File: src/rtl/sign_packer.sv
// Snapshots NUM_CNT sign bits on capture and streams them out as NWORDS 32-bit words (LSW first);
// first word 1 cycle after capture; m_ready low holds the word; optional SIGN_PACKER_OVR_CNT_EN adds ovr_cnt.
module sign_packer #(
    parameter int NUM_CNT = 1024
) (
    input  logic               clk,
    input  logic               rst,
    input  logic [NUM_CNT-1:0] sign_bits,
    input  logic               capture,
    output logic [31:0]        m_data,
    output logic               m_valid,
    input  logic               m_ready,
    output logic               m_last,
    output logic               busy,
    output logic               done,
`ifdef SIGN_PACKER_OVR_CNT_EN
    output logic               overrun,
    output logic [7:0]         ovr_cnt
`else
    output logic               overrun
`endif
);

    localparam int NWORDS = NUM_CNT / 32;
    localparam int IW     = (NWORDS > 1) ? $clog2(NWORDS) : 1;
    localparam logic [IW-1:0] LAST_IDX = IW'(NWORDS - 1);

    typedef enum logic {IDLE, SEND} state_t;

    state_t                   state_q, state_d;
    logic [NWORDS-1:0][31:0]  snap_q, snap_d;
    logic [IW-1:0]            idx_q, idx_d;
    logic                     done_q, done_d;
    logic                     overrun_q, overrun_d;
    logic                     at_last;
    logic                     drop;

    assign at_last = (idx_q == LAST_IDX);

    always_comb begin
        state_d = state_q;
        snap_d  = snap_q;
        idx_d   = idx_q;
        done_d  = 1'b0;
        drop    = 1'b0;
        case (state_q)
            IDLE: begin
                if (capture) begin
                    snap_d  = sign_bits;
                    idx_d   = '0;
                    state_d = SEND;
                end
            end
            SEND: begin
                if (m_ready) begin
                    if (at_last) begin
                        done_d = 1'b1;
                        // A capture landing on the final transfer chains straight into a new stream.
                        if (capture) begin
                            snap_d = sign_bits;
                            idx_d  = '0;
                        end else begin
                            state_d = IDLE;
                        end
                    end else begin
                        idx_d = idx_q + 1'b1;
                    end
                end
                drop = capture && !(m_ready && at_last);
            end
            default: state_d = IDLE;
        endcase
        overrun_d = overrun_q | drop;
    end

    always_ff @(posedge clk) begin
        if (rst) begin
            state_q   <= IDLE;
            snap_q    <= '0;
            idx_q     <= '0;
            done_q    <= 1'b0;
            overrun_q <= 1'b0;
        end else begin
            state_q   <= state_d;
            snap_q    <= snap_d;
            idx_q     <= idx_d;
            done_q    <= done_d;
            overrun_q <= overrun_d;
        end
    end

`ifdef SIGN_PACKER_OVR_CNT_EN
    logic [7:0] ovr_cnt_q, ovr_cnt_d;

    always_comb begin
        ovr_cnt_d = ovr_cnt_q;
        if (drop && (ovr_cnt_q != 8'hFF)) begin
            ovr_cnt_d = ovr_cnt_q + 8'd1;
        end
    end

    always_ff @(posedge clk) begin
        if (rst) begin
            ovr_cnt_q <= '0;
        end else begin
            ovr_cnt_q <= ovr_cnt_d;
        end
    end

    assign ovr_cnt = ovr_cnt_q;
`endif

    assign m_valid = (state_q == SEND);
    assign busy    = (state_q == SEND);
    assign m_last  = (state_q == SEND) && at_last;
    assign m_data  = snap_q[idx_q];
    assign done    = done_q;
    assign overrun = overrun_q;

endmodule

File: config.mk
export PLATFORM = sky130hd
export DESIGN_NAME = sign_packer
export DESIGN_NICKNAME = d
export VERILOG_FILES = /design/src/rtl/sign_packer.sv
export SDC_FILE = /design/constraint.sdc
export NUM_CORES = 2
export LEC_CHECK = 0
export ABC_AREA = 0
export BUFFER_PORTS_ARGS = -buffer_cell sky130_fd_sc_hd__buf_2
export CELL_PAD_IN_SITES_DETAIL_PLACEMENT = 1
export CELL_PAD_IN_SITES_GLOBAL_PLACEMENT = 1
export CORE_AREA = 2 2 416 418
export DETAILED_ROUTE_END_ITERATION = 12
export DIE_AREA = 0 0 418 420
export PLACE_DENSITY_LB_ADDON = 0.1
export SLEW_MARGIN = 20
export SYNTH_ARGS = -nofsm -noshare
export SYNTH_HDL_FRONTEND = slang
export SYNTH_SLANG_ARGS = --single-unit
File: constraint.sdc
create_clock -name clk -period 2 [get_ports clk]
set_input_delay 0.1 -clock clk [delete_from_list [all_inputs] [get_ports clk]]
set_output_delay 0.1 -clock clk [all_outputs]
set_load 0.1 [all_outputs]
# Word-level counts from Yosys, hierarchy flattened
# Index checks and enable logic that the tools add are counted.
# word_totals
word_cells,66
input_bits,1028
out_inout_bits,37
ff_bits,1032
# classes
order_cmp,1
n_addsub,1
n_eq_ne,3
n_reduce_logical,6
muxes,16
bitwise_logic,3
# op_table
cell,count
two-way mux 1024 bit,3
case mux 1024 bit (2 select lines),1
binary-select mux 32 bit (select 5 bit),1
two-way mux 32 bit,1
two-way mux 5 bit,3
case mux 5 bit (2 select lines),1
"less-than comparator 5 x 6 -> 1 bit, second input constant",1
"adder 5 x 1 -> 5 bit, second input constant",1
"== test 5 bit, second input constant",1
two-way mux 1 bit,5
logical AND 1 bit,3
OR reduction 3 bit,1
"!= test 2 x 1 -> 1 bit, second input constant",1
"!= test 2 bit, second input constant",1
inverter 1 bit,2
case mux 1 bit (2 select lines),1
AND reduction 2 bit,1
zero test 1 bit,1
bitwise OR 1 bit,1

# Depth between registers and ports, before layout
# logic_depth
ltp_word,6
ltp_mapped,11
mapped_depth_nobuf,7

# Worst setup path before layout
# Ideal clock, no wire load.
# synth_timing
kind,reg-to-output
from,reg idx_q[0]
to,out m_data[24]
arrival_ns,2.244
setup_slack_ns,-0.344
path_stages_with_launch,9
t_required_ns,1.900
path_cell_list,dfxtp_1 -> clkbuf_1 -> buf_2 -> buf_2 -> buf_4 -> mux2i_1 -> nand2_1 -> nand3_1 -> nand4_1
# synth_via
elab_chain_cells,2
# synth_rtl
item,line,source
from (decl),32,"logic [IW-1:0] idx_q, idx_d;"
from (signal assigned),86,idx_q <= idx_d;
binary-select mux 32 bit (select 5 bit),116,assign m_data = snap_q[idx_q];
two-way mux 32 bit (implied by the code),116,
to (decl),10,"output logic [31:0] m_data,"
# No other way between the ends. The select of a mux whose other input is x is not followed.

# Final worst setup path
# layout_timing
from,reg idx_q[0]
to,out m_data[4]
# The elaborated chain is that of the path after synthesis.

==> flow_summary.toml <==
[route]
viasPerCell = 4.91
first_iter_violations = 2908
wl_per_cell_um = 26.4
via_count = 51400
drc = 0
firstDrtPassIters = 5
ant_nets = 0
drt_wl_total_um = 276000

[die]
ioPinCount = 1065
start_util_pct = 25.9
die-area_mm2 = 0.176
core.rowCount = 152
die_y_um = 420
core_mm2 = 0.171
die_x_um = 418

[placed_design]
dp_hpwl_um = 187000
place_inst = 8922
postPlaceCellArea_mm2 = 0.0554
place_congestion = 0.877
numPortBuffers = 1064

[status]
violations = "setup timing"
run_status = "complete, but fails checks"

[yosys]
synth-edff-count = 0
ys_seq_area_share_pct = 46.6
ys_types = 29
syn_nets = 6679
ys_ff_latch = 1032
synthFlopType = "dfxtp_1"
avgSynthCellArea_um2 = 7.85
syn_area_mm2 = 0.0443
syn-instance-count = 5648
async_reset_ff_share_pct = 0
ys_warn_count = 0

[sta]
rsz0062_at_grt = "true"
worstMarginPinSlew_ns = 0.730
setup_viol = 1063
relSlewSlack_pct = 51.4
holdWs_ns = 0.120
hold_viol = 0
skew_ns = 0.0321
fin_crit_sh_pct = 158
fin_crit_ns = 3.15
slew_viol_final = 0
fmax_ghz = 0.317
timing.final.ws_setup_ns = -1.15

[setup_path]
critPathKind = "flip-flop to primary output"
max_stage_delay_ns = 0.47
critPathCaptureType = "primary output"
critical_path_depth = 9
critical_path.cell_chain = "buf_12 -> clkbuf_16 -> clkbuf_16 -> buf_4 -> mux2i_1 -> a22oi_2 -> nand3_1 -> nand4_1 -> buf_12"
crit_buf_inv = 5
cp-start-kind = "flip-flop"
reg2reg_depth = 15
cp_slowest_cell = "a22oi_2"
required_ns = 1.90
path_max_fanout = 7
crit_family = "buffers and inverters"
cp.arrival_ns = 3.05

[global_route]
grtUsageTotal_pct = 29.1
grt_pass1_wl_um = 370000
overflow = 0
grt_pass1_vias = 53300
antenna_found_initial = 44
grt_max_degree = 134

[clocking]
cts.htree.levels = 4
cts_sinks = 1032
cts_made_buffers = 130
cts.reportedPaths.clkPinSlew_ns = 0.06
cts_root_buf = "clkbuf_16"
clockBufferDepth = 3
cts_tree = "built"
clkLatencyLatePin_ns = 0.77

[cells_and_area]
drive_gt1_share_pct = 28.6
syn_to_final_growth_pct = 73.7
finalNonFillerCells = 10500
stdcell_area_mm2 = 0.0770
fill_cells = 19800
nets = 9116

[worst_hold_path]
holdPathStages = 4
worstHoldPathType = "input port to flip-flop"

[pwr]
ir_drop_mv = 0.782
p_per_area_mw_per_mm2 = 749
p_leak_nw = 30.6

[flow_run]
drv_cap = 0
-- layer usage --
metal  wire length (µm)  share of wire (%)  track usage [%]
met2             133000                 48             49.1
met4              22600                8.2             21.2
met3               9660                3.5             3.60
met5                  9             0.0033                0
met1             111000                 40             34.0
-- tightest hold or removal path: stages --
cell and delay, ns:
dlygate4sd3_1 0.53, buf_2 0.12, nand2_1 0.05, a21oi_1 0.05
-- kinds of logic after synthesis --
group / synth area share, %
AO/OA/AOI/OAI: 15.6
adder cells (fa/ha/maj): 0.0847
buffers and inverters: 5.71
flip-flops: 46.6
multiplexers: 11.6
AND/OR/NAND/NOR: 20.4
-- cells in the mapped netlist, drive strengths merged, types with 3 or more instances --
master	n	share of area [%]
mux2i	512	12
nor2	10	0.085
a21oi	1123	13
a22o	3	0.059
nor2b	5	0.071
nand4	32	0.45
clkbuf	167	1.4
ha	3	0.085
dfxtp	1032	47
nand2	2147	18
a22oi	163	2.8
nand3	129	1.5
buf	304	4.3
-- cells in the final DEF, fill, tap and decap left out, drive strengths merged --
cell / Yosys / layout
a22o: 3 / 3
mux2: 1 / 1
diode: 0 / 41
bufbuf: 0 / 12
bufinv: 0 / 3
nand4b: 1 / 1
dfxtp: 1032 / 1032
nor3b: 2 / 2
nor2: 10 / 10
nand2b: 2 / 2
nand4: 32 / 32
a31oi: 1 / 1
and2: 2 / 2
a21oi: 1123 / 1123
a22oi: 163 / 163
nand3: 129 / 129
and3: 2 / 2
clkinvlp: 0 / 5
mux2i: 512 / 512
dlygate4sd3: 0 / 1027
o21ai: 2 / 2
ha: 3 / 3
nand2: 2147 / 2147
clkbuf: 167 / 240
nor2b: 5 / 5
clkinv: 0 / 24
a21boi: 2 / 2
buf: 304 / 1690
inv: 2 / 7
a21bo: 1 / 1
-- metrics by stage --
stage | power (mW) | util, % | worst slack (ns) | TNS [ns]
4_1_cts | 56.9 | 42.7 | -1.20 | -321.72
3_3_place_gp | 30.3 | 32.4 | -0.638 | -291.20
2_1_floorplan | 26.5 | - | -0.204 | -6.23
6_report | 57.6 | 45.0 | -1.15 | -434.58
5_1_grt | 59.7 | 45.0 | -1.21 | -513.68
3_5_place_dp | 30.4 | 32.4 | -0.626 | -330.66
-- worst paths after layout --
| kind | from | end | slack (ns) |
|---|---|---|---|
| hold / removal | sign_bits[367] | snap_q[367] | 0.12 |
| setup / recovery | idx_q[0] | m_data[4] | -1.15 |
| hold reg to reg | snap_q[185] | snap_q[185] | 0.45 |
| setup reg to reg | idx_q[0] | snap_q[714] | -0.55 |
-- cell type report --
type                            count  area [µm²]  share of cell area [%]
Timing Repair Buffer             2776       25800                    33.5
Multi-Input combinational cell   4143       23300                    30.3
Sequential cell                  1032       20700                    26.9
Clock buffer                      193        3860                    5.02
Tap cell                         2233        2790                    3.63
Clock inverter                     37         457                   0.593
Antenna cell                       41         103                   0.133
Inverter                            2        7.51                 0.00975
-- registers in the layout (all words and copies together) (netlist names) --
name / flops
busy: 1
done: 1
idx_q: 5
overrun: 1
snap_q: 1024
-- timing repair --
| item | 4_1_cts | 5_1_grt |
|---|---|---|
| setup endpoints to repair | 1059 | 1059 |
| endpoints found under the hold margin | 1032 | 0 |
| gates resized for setup | 238 | 462 |
| pin swaps | 24 | 93 |
| hold buffers | 1027 | 0 |
| cloned | 44 | 56 |
| setup buffers | 50 | 114 |
-- power breakdown --
group          leakage, nW  total (mW)  switching [mW]  internal (mW)
Clock                 2.11        23.9            10.0           13.9
Sequential            8.47        22.5           0.744           21.7
Combinational         20.0        11.2            5.75           5.50
Total                 30.6        57.6            16.5           41.1
No activity file was read; power rests on OpenSTA's default activity.
